<file path="src/rtl/pump_arbiter_pkg.sv">
// Shared state encodings, grant identifiers and fault codes for the two-tank
// pump arbiter.
package pump_arbiter_pkg;

  localparam logic [2:0] ST_IDLE   = 3'd0;
  localparam logic [2:0] ST_OPEN_A = 3'd1;
  localparam logic [2:0] ST_FILL_A = 3'd2;
  localparam logic [2:0] ST_STOP_A = 3'd3;
  localparam logic [2:0] ST_OPEN_B = 3'd4;
  localparam logic [2:0] ST_FILL_B = 3'd5;
  localparam logic [2:0] ST_STOP_B = 3'd6;
  localparam logic [2:0] ST_FAULT  = 3'd7;

  typedef logic [1:0] fault_code_t;

  localparam fault_code_t FC_NONE     = 2'b00;
  localparam fault_code_t FC_TIMEOUT  = 2'b01;
  localparam fault_code_t FC_SENSOR_A = 2'b10;
  localparam fault_code_t FC_SENSOR_B = 2'b11;

  localparam logic GRANT_A = 1'b0;
  localparam logic GRANT_B = 1'b1;

endpackage

</file>
<file path="src/rtl/pump_arbiter_debounce.sv">
// Level debouncer: the output follows the input only after the input has held
// a new value for DEBOUNCE consecutive cycles.
module level_debounce #(
  parameter int DEBOUNCE = 2000,
  parameter int CNT_W    = 16
) (
  input  logic clk,
  input  logic rstn,
  input  logic din,
  output logic dout
);

  localparam logic [CNT_W-1:0] CNT_LAST = CNT_W'(DEBOUNCE - 1);

  logic [CNT_W-1:0] cnt_q, cnt_d;
  logic             dout_q, dout_d;

  // Any cycle where the input agrees with the accepted value restarts the count.
  always_comb begin
    cnt_d  = '0;
    dout_d = dout_q;
    if (din != dout_q) begin
      if (cnt_q >= CNT_LAST) begin
        dout_d = din;
      end else begin
        cnt_d = cnt_q + 1'b1;
      end
    end
  end

  always_ff @(posedge clk or negedge rstn) begin
    if (!rstn) begin
      cnt_q  <= '0;
      dout_q <= 1'b0;
    end else begin
      cnt_q  <= cnt_d;
      dout_q <= dout_d;
    end
  end

  assign dout = dout_q;

endmodule

</file>
<file path="src/rtl/pump_arbiter.sv">
// Shares one pump between tanks A and B: debounced level sensing, round-robin
// grant, valve/motor sequencing, fill timeout and sensor-consistency faults.
module pump_arbiter
  import pump_arbiter_pkg::*;
#(
  parameter int DEBOUNCE  = 2000,
  parameter int VALVE_DLY = 500,
  parameter int MAX_FILL  = 60000,
  parameter int CNT_W     = 16
) (
  input  logic       clk,
  input  logic       rstn,
  input  logic       lo_a,
  input  logic       hi_a,
  input  logic       lo_b,
  input  logic       hi_b,
  input  logic       clr_flt,
  output logic       m1,
  output logic       valve_a,
  output logic       valve_b,
  output logic       busy,
  output logic       fault,
  output logic [1:0] fault_code
);

  localparam logic [CNT_W-1:0] VALVE_LAST = CNT_W'(VALVE_DLY - 1);
  localparam logic [CNT_W-1:0] FILL_LAST  = CNT_W'(MAX_FILL - 1);

  logic lo_a_db, hi_a_db, lo_b_db, hi_b_db;

  level_debounce #(.DEBOUNCE(DEBOUNCE), .CNT_W(CNT_W)) u_db_lo_a (.clk(clk), .rstn(rstn), .din(lo_a), .dout(lo_a_db));
  level_debounce #(.DEBOUNCE(DEBOUNCE), .CNT_W(CNT_W)) u_db_hi_a (.clk(clk), .rstn(rstn), .din(hi_a), .dout(hi_a_db));
  level_debounce #(.DEBOUNCE(DEBOUNCE), .CNT_W(CNT_W)) u_db_lo_b (.clk(clk), .rstn(rstn), .din(lo_b), .dout(lo_b_db));
  level_debounce #(.DEBOUNCE(DEBOUNCE), .CNT_W(CNT_W)) u_db_hi_b (.clk(clk), .rstn(rstn), .din(hi_b), .dout(hi_b_db));

  logic [2:0]       state_q, state_d;
  logic [CNT_W-1:0] timer_q, timer_d;
  logic             last_grant_q, last_grant_d;
  logic             req_a_q, req_a_d, req_b_q, req_b_d;
  fault_code_t      code_q, code_d;
  logic             m1_q, m1_d, valve_a_q, valve_a_d, valve_b_q, valve_b_d;
  logic             busy_q, busy_d, fault_q, fault_d;

  // Sensor consistency outranks every sequencing decision outside FAULT.
  always_comb begin
    state_d      = state_q;
    last_grant_d = last_grant_q;
    code_d       = code_q;
    if (state_q != ST_FAULT && hi_a_db && !lo_a_db) begin
      state_d = ST_FAULT;
      code_d  = FC_SENSOR_A;
    end else if (state_q != ST_FAULT && hi_b_db && !lo_b_db) begin
      state_d = ST_FAULT;
      code_d  = FC_SENSOR_B;
    end else begin
      case (state_q)
        ST_IDLE: begin
          if (req_a_q && (!req_b_q || last_grant_q == GRANT_B)) state_d = ST_OPEN_A;
          else if (req_b_q)                                     state_d = ST_OPEN_B;
        end
        ST_OPEN_A: if (timer_q >= VALVE_LAST) state_d = ST_FILL_A;
        ST_FILL_A: begin
          if (hi_a_db) state_d = ST_STOP_A;
          else if (timer_q >= FILL_LAST) begin
            state_d = ST_FAULT;
            code_d  = FC_TIMEOUT;
          end
        end
        ST_STOP_A: begin
          if (timer_q >= VALVE_LAST) begin
            state_d      = ST_IDLE;
            last_grant_d = GRANT_A;
          end
        end
        ST_OPEN_B: if (timer_q >= VALVE_LAST) state_d = ST_FILL_B;
        ST_FILL_B: begin
          if (hi_b_db) state_d = ST_STOP_B;
          else if (timer_q >= FILL_LAST) begin
            state_d = ST_FAULT;
            code_d  = FC_TIMEOUT;
          end
        end
        ST_STOP_B: begin
          if (timer_q >= VALVE_LAST) begin
            state_d      = ST_IDLE;
            last_grant_d = GRANT_B;
          end
        end
        ST_FAULT: begin
          if (clr_flt) begin
            state_d = ST_IDLE;
            code_d  = FC_NONE;
          end
        end
        default: state_d = ST_IDLE;
      endcase
    end
  end

  // Timer restarts on every state change and saturates instead of wrapping.
  always_comb begin
    if (state_d != state_q)  timer_d = '0;
    else if (&timer_q)       timer_d = timer_q;
    else                     timer_d = timer_q + 1'b1;

    req_a_d = req_a_q | ~lo_a_db;
    if (hi_a_db || (state_d == ST_STOP_A && state_q != ST_STOP_A)) req_a_d = 1'b0;
    req_b_d = req_b_q | ~lo_b_db;
    if (hi_b_db || (state_d == ST_STOP_B && state_q != ST_STOP_B)) req_b_d = 1'b0;

    m1_d      = (state_d == ST_FILL_A) || (state_d == ST_FILL_B);
    valve_a_d = (state_d == ST_OPEN_A) || (state_d == ST_FILL_A) || (state_d == ST_STOP_A);
    valve_b_d = (state_d == ST_OPEN_B) || (state_d == ST_FILL_B) || (state_d == ST_STOP_B);
    busy_d    = valve_a_d | valve_b_d;
    fault_d   = (state_d == ST_FAULT);
  end

  always_ff @(posedge clk or negedge rstn) begin
    if (!rstn) begin
      state_q      <= ST_IDLE;
      timer_q      <= '0;
      last_grant_q <= GRANT_B;
      req_a_q      <= 1'b0;
      req_b_q      <= 1'b0;
      code_q       <= FC_NONE;
      m1_q         <= 1'b0;
      valve_a_q    <= 1'b0;
      valve_b_q    <= 1'b0;
      busy_q       <= 1'b0;
      fault_q      <= 1'b0;
    end else begin
      state_q      <= state_d;
      timer_q      <= timer_d;
      last_grant_q <= last_grant_d;
      req_a_q      <= req_a_d;
      req_b_q      <= req_b_d;
      code_q       <= code_d;
      m1_q         <= m1_d;
      valve_a_q    <= valve_a_d;
      valve_b_q    <= valve_b_d;
      busy_q       <= busy_d;
      fault_q      <= fault_d;
    end
  end

  assign m1         = m1_q;
  assign valve_a    = valve_a_q;
  assign valve_b    = valve_b_q;
  assign busy       = busy_q;
  assign fault      = fault_q;
  assign fault_code = code_q;

endmodule

</file>
<file path="config.mk">
export PLATFORM = sky130hd
export DESIGN_NAME = pump_arbiter
export DESIGN_NICKNAME = d
export VERILOG_FILES = /design/src/rtl/pump_arbiter_pkg.sv /design/src/rtl/pump_arbiter_debounce.sv /design/src/rtl/pump_arbiter.sv
export SDC_FILE = /design/constraint.sdc
export NUM_CORES = 1
export LEC_CHECK = 0
export ABC_AREA = 1
export CAP_MARGIN = 20
export CORE_AREA = 2 2 119 121
export DETAILED_ROUTE_END_ITERATION = 7
export DIE_AREA = 0 0 121 123
export PLACE_DENSITY = 0.51
export SETUP_SLACK_MARGIN = 0.15
export SLEW_MARGIN = 20
export SYNTH_ARGS = -nofsm -noshare
export SYNTH_HDL_FRONTEND = slang
export SYNTH_SLANG_ARGS = --single-unit
</file>
<file path="constraint.sdc">
create_clock -name clk -period 1.8 [get_ports clk]
set_input_delay 0.36 -clock clk [delete_from_list [all_inputs] [get_ports clk]]
set_output_delay 0.36 -clock clk [all_outputs]
set_load 0.05 [all_outputs]
</file>
Word level (Yosys, flattened, before mapping):

Cells that the tools add are included.

* bits in latches: 0
* input bits: 7
* memory bits (read-only): 0
* register bits: 97
* memories: 0
* memory bits (writable): 0

* shift-type cells: 0
* div/mod/pow operators: 0
* reductions and logical operators: 29
* multiply operators: 0
* equality and inequality tests: 28
* add/sub/neg operators: 5
* bitwise logic cells: 7
* muxes and demuxes: 34
* order comparisons: 6

Operators by type and width (number)
* 16-bit two-way mux: 10
* 16-bit by 1-bit adder with 16-bit output (second input constant): 5
* 16-bit by 11-bit >= comparator with 1-bit output (second input constant): 4
* 3-bit two-way mux: 11
* 3-bit equality test (second input constant): 8
* 3-bit one-hot mux with 7 select lines: 1
* 16-bit >= comparator (second input constant): 1
* 16-bit by 9-bit >= comparator with 1-bit output (second input constant): 1
* 16-bit AND reduction: 1
* 3-bit by 2-bit equality test with 1-bit output (second input constant): 4
* 2-bit two-way mux: 6
* 4-bit != test (second input constant): 3
* 1-bit logical OR: 8
* 2-bit AND reduction: 4
* 1-bit logical AND: 7
* 3-bit by 1-bit equality test with 1-bit output (second input constant): 2
* 2-bit != test (second input constant): 3
* 3-bit != test (second input constant): 2
* 2-bit one-hot mux with 3 select lines: 1
* 5-bit AND reduction: 1
* 5-bit nonzero test: 1
* 1-bit two-way mux: 4
* 1-bit != test: 4
* 1-bit inverter: 4
* 9 further kinds: 13

Depth between registers and ports, before layout:

Gate-level depths: netlist of run 1.

* word-level depth: 11
* gate-level depth with buffers: 15
* gate-level depth less buffers: 14

Modules after synthesis:

Synthesis of run 1 repeated with hierarchy kept, for this count alone.

* cells, all modules: 623
* area, all modules: 5196.2 um^2

By module, submodules not included
* level_debounce: area an instance 798.3 um^2, seq. area each 425.4 um^2, times used 4, cells an instance 95
* pump_arbiter: area an instance 2003.2 um^2, seq. area each 726.9 um^2, times used 1, cells an instance 243

Least setup slack after synthesis of run 1:

OpenSTA, ideal clock, no wires.

* path kind: register to register
* start: register u_db_hi_a.cnt_q[0]
* end: register u_db_hi_a.cnt_q[5]
* arrival time: 1759 ps
* slack: -47 ps
* stages on the path, launching flop included: 9
* clock period less this slack: 1847 ps
* buffers on the path: 1
* cell sequence: dfrtp_1 ha_1 nand3_1 inv_1 or2_2 o21ai_0 nand3_1 clkbuf_1 nor3b_1

* longest elaborated chain between the ends: 3
* elaborated cells between the ends (all ways): 4
* those cells by class: 1 x add/sub; 1 x order compare; 2 x mux

RTL lines
* start: declaration: line pump_arbiter_debounce.sv:15 `logic [CNT_W-1:0] cnt_q, cnt_d;`
* start signal: assignment: line pump_arbiter_debounce.sv:36 `cnt_q <= cnt_d;`
* 16-bit by 1-bit adder with 16-bit output / 16-bit by 11-bit >= comparator with 1-bit output (equally long branches): line pump_arbiter_debounce.sv:26, pump_arbiter_debounce.sv:23
* 16-bit two-way mux *: line pump_arbiter_debounce.sv:23 `if (cnt_q >= CNT_LAST) begin`
* 16-bit two-way mux *: line pump_arbiter_debounce.sv:22 `if (din != dout_q) begin`
* net u_db_hi_a.cnt_d[5]: line pump_arbiter_debounce.sv:15

The timed path passes the listed nets; every way through them passes the cells marked *.
A chain may end at the register's enable or synchronous reset.

Worst setup path in the final report of run 1:

* start: register timer_q[0]
* end: register timer_q[2]

* longest elaborated chain between the ends: 8
* elaborated cells between the ends (all ways): 17
* those cells by class: 1 x add/sub; 2 x order compare; 2 x eq/ne; 11 x mux; 1 x reduce/logical

RTL lines
* start: declaration: line pump_arbiter.sv:37 `logic [CNT_W-1:0] timer_q, timer_d;`
* start signal: assignment: line pump_arbiter.sv:133 `timer_q <= timer_d;`
* 16-bit >= comparator: line pump_arbiter.sv:64, pump_arbiter.sv:78
* 3-bit two-way mux: line pump_arbiter.sv:64, pump_arbiter.sv:78
* 3-bit two-way mux (on tied branches): line pump_arbiter.sv:77, pump_arbiter.sv:63
* 3-bit one-hot mux with 7 select lines *: line pump_arbiter.sv:56 `case (state_q)`
* 3-bit two-way mux *: line pump_arbiter.sv:52 `end else if (state_q != ST_FAULT && hi_b_db && !lo_b_db) begin`
* 3-bit two-way mux *: line pump_arbiter.sv:49 `if (state_q != ST_FAULT && hi_a_db && !lo_a_db) begin`
* net state_d[1]: line pump_arbiter.sv:36 `logic [2:0] state_q, state_d;`
* 3-bit != test *: line pump_arbiter.sv:102 `if (state_d != state_q) timer_d = '0;`
* 2-bit != test (no line) / 16-bit two-way mux (equally long branches)

The timed path passes the listed nets; every way through them passes the cells marked *. The select of a mux whose other input is x is not followed.

==> reports/metrics.yaml, run 1 <==
die_h_um: 123
drive_gt1_share_pct: 35.58
finalWirelength_um: 9256
cp.arrival_ps: 2160
grt.total_usage_pct: 13.91
synth_warnings: 0
antenna-diode-count: 0
p_per_area_nw_per_um2: 1102
grt_setup_unrepaired: "yes"
report.final.hold_viol_count: 0
crit_start: "timer_q[0]$_DFFE_PN0P_"
hpwlAfterDp_um: 6398
yosysSeqAreaShare_pct: 51.72
row_count: 43
dp.cells: 752
synth.largest_area_cell: "dfrtp_1"
antenna_left: 0
drc: 0
vias: 3565
worstSetupPathType: "register to register"
grt_max_degree: 51
postSynthCellCount: 502
status: "finished, violations left"
setup.worst_path.end_class: "register"
yosys-top-cells-area: "dfrtp_1 (51%), nor2_1 (5.9%), nand2_1 (5.4%)"
finalWeightedCongestion: 0.8685
hold_ws_ps: 386.6
ir_drop_v: 0.0006751
p_leak_nw: 2.634
syn_area_um2: 4696
clock_path_buffers: 2
path_clk_slew_ps: 70
wl_per_cell_um: 11.76
drv_slew: 0
hold_class: "input port to async pin"
synth_edf_count: 0
fin_nets: 615
violations: "negative setup slack"
drtPass1Iterations: 4
cts_sinks: 97
r2r_start: "timer_q[0]$_DFFE_PN0P_"
setup_ws_ps: -78.71
htreeDepth: 3
ys_async_sr_fraction_pct: 100.0
crit_fanout: 13
grt_pass1_vias: 3669
synthToLayoutAreaGrowth_pct: 33.41
setup_viol: 17
fin_crit_sh_pct: 104.4
vias_per_cell: 4.530
root_buffer: "clkbuf_16"
fillers: 1292
start_util_pct: 34.50
ys_ff_latch: 97
clk-insertion-delay-late_ps: 340
synthFlopType: "dfrtp_1"
coreArea_um2: 13610
drv_cap: 0
fin_skew_ps: 5.131
io_buffers: 13
cts_buffers: 9
dr.first_iter.drc_count: 131
cts_tree: "done"
worst_pin_slew_ps: 522.6
antenna_found_initial: 0
ioPinCount: 14
yosys.area.top_type_share_pct: 51.16
period_needed_ps: 1879
slew_headroom_pct: 65.08
yosysUniqueCellTypes: 44
critPathRequiredTime_ps: 2080
maxClockFrequency_mhz: 532.3
cp-start-kind: "register"
final_cell_count_no_fill: 787
grt_pass1_wl_um: 16420
grt_remaining_overflow: 0
dieArea_um2: 14880
place_ws_ps: -153.4
avgSynthCellArea_um2: 9.354
die_w_um: 121
## critical path: stages (launching register included)
cell and delay (ps):
dfrtp_1 410, ha_4 200, nor2_4 80, nand2_2 70, nand3_4 100, nand2_4 70
nand2_2 70, nand2_2 50, nor2_4 140, nand3_4 100, nand2_2 70, nand2_2 60
nor2_4 90, nand2_4 60, buf_12 160, nor2_2 90
## per-layer routing
| layer | vias up | wire (um) | global-route usage, % |
|---|---|---|---|
| met2 | 28 | 4531 | 22.82 |
| met3 | 7 | 332 | 4.613 |
| met1 | 1708 | 4286 | 17.42 |
| met4 | 0 | 106 | 4.360 |
| li1 | 1822 | - | - |
| met5 | - | 0 | 0 |
## repair_timing
action,in CTS,in global routing
gates resized for setup,27,63
hold buffers,1,0
hold endpoints to repair,7,0
buffers inserted,8,10
setup endpoints to repair,50,56
pin swaps,5,22
cloned,0,1
## path summary, 6_finish.rpt
check	slack (ps)	cells past startpoint	to
worst min-delay path	390	2	timer_q[6]$_DFFE_PN0P_
worst max register to register	-80	15	timer_q[2]$_DFFE_PN0P_
max in group asynchronous	860	3	last_grant_q$_DFFE_PN1P_
worst min register to register	480	2	fault_code[1]$_DFFE_PN0P_
worst max-delay path	-80	15	timer_q[2]$_DFFE_PN0P_
min in group clk	480	2	fault_code[1]$_DFFE_PN0P_
## power by group
part | total [mW] | switching (mW) | internal [mW]
Combinational | 2.64 | 1.61 | 1.03
Clock | 1.80 | 0.820 | 0.976
Sequential | 2.46 | 0.121 | 2.34
Total | 6.90 | 2.55 | 4.35
## layout by cell type (no fill, tap or decap), types with 5 or more instances in the layout
cell             count
a21oi_1             18
buf_4               60
buf_6                7
clkbuf_16           10
clkdlybuf4s50_1      5
conb_1              20
dfrtp_1             95
inv_1               33
inv_2               13
nand2_1             59
nand2_2             15
nand2_4              6
nand3_1             33
nand3_2              5
nand3_4              7
nand4_1              6
nor2_1              52
nor2_2              17
nor2_4              26
nor3_1              11
nor3b_2              6
o21ai_0             10
xnor2_1              7
xor2_1              18
## cell type report
| type | count | area, um2 | share of cell area [%] |
|---|---|---|---|
| well taps | 180 | 225.2 | 3.595 |
| flip-flops and latches | 97 | 2430 | 38.79 |
| clock inverters | 5 | 38.79 | 0.6191 |
| repair buffers | 78 | 689.4 | 11.00 |
| multi-input cells | 368 | 2452 | 39.15 |
| inverters | 49 | 190.2 | 3.036 |
| clock buffers | 10 | 239.0 | 3.815 |
## registers in the layout, indices dropped and copies added (netlist names), 2 cells and up
name             cells
fault_code           2
state_q              3
timer_q             16
u_db_hi_a.cnt_q     16
u_db_hi_b.cnt_q     16
u_db_lo_a.cnt_q     16
u_db_lo_b.cnt_q     16
## kinds of logic (layout without fill, tap and decap cells)
logic type,count (synthesis),after routing,share of synthesized area [%]
AO/OA/AOI/OAI,57,57,7.434
XOR/XNOR,27,27,5.036
flip-flops,97,97,51.72
adder cells (fa/ha/maj),5,5,1.332
other,1,20,0.07986
AND/OR/NAND/NOR,259,259,29.44
buffers and inverters,56,142,4.956
## synth_stat cells, drive strengths merged, types with 4 or more instances
master,instances
nor3,14
nor3b,9
nor4,4
xor2,20
nand2,80
or2,4
nand4,7
o21ai,19
dfrtp,96
xnor2,7
a31oi,4
nor2,95
clkbuf,4
a21oi,23
nand3,45
ha,5
inv,48
## stage by stage
step / setup TNS (ps) / util [%] / instance area (um2) / total power [mW]
2_1_floorplan: 0 / - / 4856 / 4.066
3_3_place_gp: -1100 / 40.31 / 5487 / 4.737
3_5_place_dp: -1887 / 40.31 / 5487 / 4.744
4_1_cts: -1014 / 43.67 / 5944 / 6.776
5_1_grt: -3497 / 46.02 / 6265 / 7.326
6_report: -1020 / 46.02 / 6265 / 6.902
No activity file was read; power rests on OpenSTA's default activity.
==> inputs of run 2 (changes only) <==
--- a/config.mk
+++ b/config.mk
@@ -7,12 +7,13 @@
 export LEC_CHECK = 0
 export ABC_AREA = 1
 export CAP_MARGIN = 20
-export CORE_AREA = 2 2 119 121
+export CORE_AREA = 2 2 125 127
 export DETAILED_ROUTE_END_ITERATION = 7
-export DIE_AREA = 0 0 121 123
+export DIE_AREA = 0 0 127 129
 export PLACE_DENSITY = 0.51
 export SETUP_SLACK_MARGIN = 0.15
 export SLEW_MARGIN = 20
 export SYNTH_ARGS = -nofsm -noshare
 export SYNTH_HDL_FRONTEND = slang
+export SYNTH_HIERARCHICAL = 1
 export SYNTH_SLANG_ARGS = --single-unit
==> run 2 against run 1 <==
The flow still finishes with violations (negative setup slack). Flip-flop and latch count stayed put. Cell area grew 2.8%. Utilization down 3.0 points. Count of clock-buffer cells in the layout is the same. Routed wire length is 6.2% higher.
==> reports/metrics.yaml, run 2 <==
grt_pass1_vias: 3946  # +7.5%
worst-path-buf-inv: 2  # +1
finalWeightedCongestion: 0.8431  # -2.9%
die_h_um: 129  # +4.9%
vias_per_cell: 4.438  # -2.0%
cp-start-kind: "register"
report.final.hold_viol_count: 0  # unchanged
critPathMaxStageDelay_ps: 390  # -20 ps
worst-r2r-setup-slack_ps: -60  # +20 ps
crit_fanout: 7  # -6
wl_per_cell_um: 10.82  # -8.0%
p_leak_nw: 3.033  # +15%
top_layer: "met4"
final_common_cell: "nand2_1"
antenna_left: 0  # unchanged
setup.worst_path.end_class: "register"
start_util_pct: 34.70  # +0.20 points
cp.arrival_ps: 2090  # -70 ps
htreeDepth: 3  # unchanged
synthFlopType: "dfrtp_1"
hold_class: "input port to async pin"
drv_slew: 0  # unchanged
maxClockFrequency_mhz: 539.0  # +1.3%
drc: 0  # unchanged
crit_chain: "ha_2 > inv_4 > nand2_2 > nand2_4 > nand2_4 > nand2_4 > nand2_2 > nor2_4 > nand4_1 > nand2_4 > nor2_8 > nand2_4 > buf_12 > nor2_4"
yosys-top-cells-area: "dfrtp_1 (46%), nand2_1 (9.0%), nand3_1 (7.0%)"
setup_ws_ps: -55.39  # +23.32 ps
path_clk_slew_ps: 70  # about the same
grt_pass1_wl_um: 17870  # +8.8%
worstSetupPathType: "register to register"
coreArea_um2: 14980  # +10%
synth_common_cells: "nand2_1 (124), dfrtp_1 (96), nor2_1 (86), nand3_1 (73), inv_1 (72)"
hpwlAfterDp_um: 7333  # +15%
critPathRequiredTime_ps: 2030  # -50 ps
vias: 4034  # +13%
cts_buffers: 9  # unchanged
ys_async_sr_fraction_pct: 100.0  # unchanged
dieArea_um2: 16380  # +10%
fin_skew_ps: 7.584  # +2.453 ps
root_buffer: "clkbuf_16"
die_w_um: 127  # +5.0%
drive_gt1_share_pct: 26.63  # -9.0 points
dpl-instance-area_um2: 5989  # +9.2%
synthToLayoutAreaGrowth_pct: 23.91
avgSynthCellArea_um2: 8.341  # -11%
violations: "negative setup slack"
grt_max_degree: 53  # +3.9%
fillers: 1465  # +13%
yosys.area.top_type_share_pct: 46.23  # -4.9 points
synth_edf_count: 0  # unchanged
drv_cap: 0  # unchanged
setup_viol: 16  # -1
fin_nets: 728  # +18%
finalWirelength_um: 9832  # +6.2%
mostFrequentLayoutCells: "nand2_1 (121), dfrtp_1 (93), nor2_1 (80), inv_1 (70), nand3_1 (69)"
period_needed_ps: 1855  # -23.32 ps
postSynthCellCount: 623  # +24%
total_power_mw: 7.195  # +4.2%
synth.largest_area_cell: "dfrtp_1"
ir_drop_v: 0.0005789  # -14%
wl_met2_um: 4703  # +3.8%
io_buffers: 13  # unchanged
crit_top_cell: "nand2_4"
cts_tree: "done"
dr_wl_met3_um: 196  # -41%
grt_setup_unrepaired: "yes"
reg2reg_depth: 14  # -1
clock_path_buffers: 2  # unchanged
reg2reg_to: "timer_q[9]$_DFFE_PN0P_"
cts_sinks: 97  # unchanged
crit_slowest_cell: "dfrtp_1"
r2r_start: "timer_q[0]$_DFFE_PN0P_"
row_count: 45  # +4.7%
drtPass1Iterations: 4  # unchanged
syn_area_um2: 5196  # +11%
yosysSeqAreaShare_pct: 46.74  # -5.0 points
fin_area_um2: 6439  # +2.8%
synth_warnings: 6  # +6
dr.first_iter.drc_count: 180  # +37%
crit_family: "simple AND/OR/NAND/NOR gates"
yosysUniqueCellTypes: 39  # -11%
clk-insertion-delay-late_ps: 350  # about the same
grt.total_usage_pct: 13.49  # -0.42 points
post-synth-top-count-cell: "nand2_1"
status: "finished, violations left"
antenna_found_initial: 0  # unchanged
ys_ff_latch: 97  # unchanged
grt_remaining_overflow: 0  # unchanged
met1_length_um: 4759  # +11%
ioPinCount: 14  # unchanged
fin_crit_sh_pct: 103.1  # -1.3 points
antenna-diode-count: 0  # unchanged
place_ws_ps: -188.0  # -34.52 ps
p_per_area_nw_per_um2: 1117  # +1.4%
run 2: cell types whose count changed in the layout (fill, tap and decap cells not counted), moves of 8 or more:
| cell | before | now |
|---|---|---|
| nor2_1 | 52 | 80 |
| inv_1 | 33 | 70 |
| nand3_1 | 33 | 69 |
| nor3_1 | 11 | 3 |
| a21oi_1 | 18 | 7 |
| nand2_1 | 59 | 121 |
run 2: worst max path at each step:
stage | startpoint | endpoint | depth (start not counted)
final | timer_q[0]$_DFFE_PN0P_ | timer_q[9]$_DFFE_PN0P_ | 14
after CTS | timer_q[1]$_DFFE_PN0P_ | timer_q[1]$_DFFE_PN0P_ | 15
after global routing | timer_q[0]$_DFFE_PN0P_ | timer_q[9]$_DFFE_PN0P_ | 14
after global placement | clr_flt | timer_q[11]$_DFFE_PN0P_ | 11
after detailed placement | clr_flt | timer_q[10]$_DFFE_PN0P_ | 11
after floorplan | timer_q[0]$_DFFE_PN0P_ | timer_q[11]$_DFFE_PN0P_ | 15
run 2: what timing repair did:
item | 4_1_cts | 5_1_grt
endpoints found under the hold margin | 16 | 0
hold buffers | 1 | 0
setup endpoints to repair | 23 | 30
gates resized for setup | 13 | 15
buffers inserted | 1 | 1
pin swaps | 2 | 6
run 2: kinds of logic (layout without fill, tap and decap cells):
family / Yosys count / in the layout / share of synthesized area (%)
and+or+nand+nor: 374 / 374 / 36.99
DFF: 97 / 97 / 46.74
buffers and inverters: 91 / 173 / 7.922
AOI/OAI and AO/OA: 29 / 29 / 2.962
xor gates and xnor gates: 22 / 22 / 3.708
adders and majority gates: 5 / 5 / 1.204
other: 4 / 20 / 0.2889
muxes: 1 / 1 / 0.1926
run 2: metrics by stage:
stage	setup TNS (ps)	util [%]	std cells	hold slack (ps)
floorplan	0	-	639	64.41
global placement	-2140	39.99	890	260.1
detailed placement	-3101	39.99	890	261.1
CTS	-853.1	42.56	908	427.0
global route	-2917	42.99	909	465.7
finish	-717.6	42.99	909	428.2
run 2: metal layers:
| layer | GRT usage [%] | vias up |
|---|---|---|
| met2 | 22.36 | 23 |
| met1 | 17.45 | 1884 |
| met4 | 5.430 | 0 |
| li1 | - | 2115 |
| met3 | 2.661 | 12 |
| met5 | 0 | - |
run 2: layout make-up:
class / count / area, um2 / area share, %
clock buffer: 10 / 239.0 / 3.712
clock inverter: 6 / 90.09 / 1.399
inverter: 81 / 314.1 / 4.878
multi-input combinational: 451 / 2505 / 38.90
sequential: 97 / 2432 / 37.78
tap: 188 / 235.2 / 3.653
timing repair buffer: 76 / 623.1 / 9.677
run 2: power by group:
group	total, mW	internal [mW]	switching (mW)
Combinational	2.61	1.04	1.57
Sequential	2.47	2.34	0.125
Clock	2.11	1.26	0.851
==> inputs of run 3 (changes only) <==
--- a/config.mk
+++ b/config.mk
@@ -6,11 +6,10 @@
 export NUM_CORES = 1
 export LEC_CHECK = 0
 export ABC_AREA = 1
-export CAP_MARGIN = 20
 export CORE_AREA = 2 2 125 127
 export DETAILED_ROUTE_END_ITERATION = 7
 export DIE_AREA = 0 0 127 129
-export PLACE_DENSITY = 0.51
+export PLACE_DENSITY = 0.49
 export SETUP_SLACK_MARGIN = 0.15
 export SLEW_MARGIN = 20
 export SYNTH_ARGS = -nofsm -noshare
==> constraint.sdc (replaced) <==
create_clock -name clk -period 2.3 [get_ports clk]
set_input_delay 0.46 -clock clk [delete_from_list [all_inputs] [get_ports clk]]
set_output_delay 0.46 -clock clk [all_outputs]
set_load 0.01 [all_outputs]
==> run 3 against run 2 <==
Fmax down 6.5%. Setup slack improved by 370 ps. Critical path type unchanged. The run now ends clean. Clock power decreased by 26%. Via count fell by 4.3%.
==> reports/metrics.yaml, run 3 (synthesis results as in run 2) <==
finalWirelength_um: 9876  # +0.45%
status: "complete, no violations"
hpwlAfterDp_um: 7022  # -4.2%
dpl-instance-area_um2: 5579  # -6.9%
antenna_found_initial: 0  # unchanged
ioPinCount: 14  # unchanged
setup_viol: 0  # -16
grt_remaining_overflow: 0  # unchanged
finalWeightedCongestion: 0.8490  # +0.70%
p_sw_share_pct: 34.52  # -0.88 points
fin_skew_ps: 5.396  # -2.189 ps
pwr-share-clk_pct: 31.2  # +1.9 points
dieArea_um2: 16380  # unchanged
antenna_left: 0  # unchanged
drtPass1Iterations: 7  # +3
crit_fanout: 7  # unchanged
grt_pass1_wl_um: 17330  # -3.1%
combPwrFrac_pct: 30.4  # -5.9 points
crit_start: "timer_q[0]$_DFFE_PN0P_"
row_count: 45  # unchanged
maxClockFrequency_mhz: 504.0  # -6.5%
path_clk_slew_ps: 60  # about the same
hold_buffers: 0  # -1
grt.total_usage_pct: 13.31  # -0.18 points
r2r_start: "timer_q[0]$_DFFE_PN0P_"
top_layer: "met4"
internal-power_mw: 3.306  # -29%
worst-path-buf-inv: 1  # -1
period_needed_ps: 1984  # +128.7 ps
met1_length_um: 4786  # +0.57%
fin_nets: 673  # -7.6%
cp-start-kind: "register"
fin_setup_tns_ps: 0  # +717.6 ps
wl_per_cell_um: 11.56  # +6.9%
total_power_mw: 5.049  # -30%
worstSetupPathType: "register to register"
hold_ws_ps: 71.52  # -356.7 ps
power.switching_mw: 1.743  # -32%
htreeDepth: 3  # unchanged
vias_per_cell: 4.521  # +1.9%
fin_crit_sh_pct: 86.27  # -17 points
power_frac_seq_pct: 38.5  # +4.2 points
drv_cap: 0  # unchanged
synthToLayoutAreaGrowth_pct: 13.99
ir_drop_v: 0.0005881  # +1.6%
cp.arrival_ps: 2270  # +180 ps
mostFrequentLayoutCells: "nand2_1 (123), dfrtp_1 (96), nor2_1 (85), nand3_1 (73), inv_1 (71)"
grt_pass1_vias: 3702  # -6.2%
drc: 0  # unchanged
clk-insertion-delay-late_ps: 350  # about the same
dr.first_iter.drc_count: 242  # +34%
die_h_um: 129  # unchanged
vias: 3861  # -4.3%
die_w_um: 127  # unchanged
coreArea_um2: 14980  # unchanged
dr_wl_met3_um: 295  # +51%
reg2reg_depth: 14  # unchanged
worst-r2r-setup-slack_ps: 320  # +370 ps
crit_slowest_cell: "dfrtp_1"
drv_slew: 0  # unchanged
io_buffers: 13  # unchanged
clock_path_buffers: 2  # unchanged
crit_family: "simple AND/OR/NAND/NOR gates"
report.final.hold_viol_count: 0  # unchanged
critPathRequiredTime_ps: 2580  # +550 ps
hold_class: "input port to async pin"
start_util_pct: 34.70  # unchanged
root_buffer: "clkbuf_16"
critPathMaxStageDelay_ps: 400  # about the same
final_common_cell: "nand2_1"
wl_met2_um: 4588  # -2.4%
cts_tree: "done"
grt_setup_unrepaired: "yes"
crit_chain: "ha_1 > inv_2 > nand2_1 > nand2_2 > nand2_4 > nand2_2 > nand2_2 > nor2_4 > nand3_4 > nand2_4 > nand2_4 > nor2_8 > nand2_8 > nor2_4"
antenna-diode-count: 0  # unchanged
setup.worst_path.end_class: "register"
drive_gt1_share_pct: 16.37  # -10 points
cts_buffers: 9  # unchanged
p_per_area_nw_per_um2: 852.5  # -24%
p_leak_nw: 2.688  # -11%
reg2reg_to: "timer_q[7]$_DFFE_PN0P_"
cts_sinks: 97  # unchanged
fin_area_um2: 5923  # -8.0%
grt_max_degree: 48  # -9.4%
fillers: 1494  # +2.0%
-- run 3: cell count changes in the layout (fill, tap and decap cells not counted), moves of 4 or more --
cell,previous run,this run
buf_4,67,7
nor2_2,23,19
clkbuf_1,0,4
nor2_1,80,85
clkdlybuf4s50_1,5,12
nand3_1,69,73
-- run 3: layer usage --
layer | GRT usage, % | vias up
met5 | 0 | -
met4 | 5.947 | 0
met3 | 2.827 | 14
met2 | 21.06 | 51
met1 | 17.70 | 1783
li1 | - | 2013
-- run 3: power by group through the flow --
stage,Combinational [mW],Clock (mW),Sequential (mW)
detailed placement,1.38,0,1.98
global route,1.69,1.71,1.96
CTS,1.39,1.64,1.95
global placement,1.38,0,1.98
floorplan,1.13,0,1.94
finish,1.53,1.57,1.94
-- run 3: cell type report --
class                      instances  area [um2]  share of cell area (%)
multi-input combinational        452        2455                   41.44
sequential                        97        2429                   41.00
inverter                          81       306.5                   5.175
clock buffer                      13       240.2                   4.056
tap                              188       235.2                   3.971
timing repair buffer              20       192.7                   3.253
clock inverter                     3       65.06                   1.098
-- run 3: what timing repair did --
| item | in CTS | in global routing |
|---|---|---|
| buffers inserted | 0 | 0 |
| endpoints found under the setup margin | 0 | 14 |
| resized for setup | 0 | 6 |
-- run 3: through the flow --
step | setup slack [ps] | util, % | instances
finish | 315.9 | 39.55 | 854
detailed placement | 129.7 | 37.25 | 837
global route | 145.7 | 39.55 | 854
CTS | 153.7 | 39.29 | 853
floorplan | 421.5 | - | 639
global placement | 154.2 | 37.25 | 837
-- run 3: worst reg2reg max path: stages (launching register included) --
cell and delay, ps:
dfrtp_1 400, ha_1 240, inv_2 90, nand2_1 70
nand2_2 110, nand2_4 80, nand2_2 60, nand2_2 60
nor2_4 110, nand3_4 120, nand2_4 80, nand2_4 60
nor2_8 210, nand2_8 140, nor2_4 90
-- run 3: how the worst max path moves through the flow --
stage | end | slack, ps | cells past startpoint
floorplan | timer_q[11]$_DFFE_PN0P_ | 420 | 15
global placement | timer_q[2]$_DFFE_PN0P_ | 150 | 10
detailed placement | timer_q[2]$_DFFE_PN0P_ | 130 | 10
CTS | timer_q[2]$_DFFE_PN0P_ | 150 | 13
global route | timer_q[8]$_DFFE_PN0P_ | 150 | 14
finish | timer_q[7]$_DFFE_PN0P_ | 320 | 14
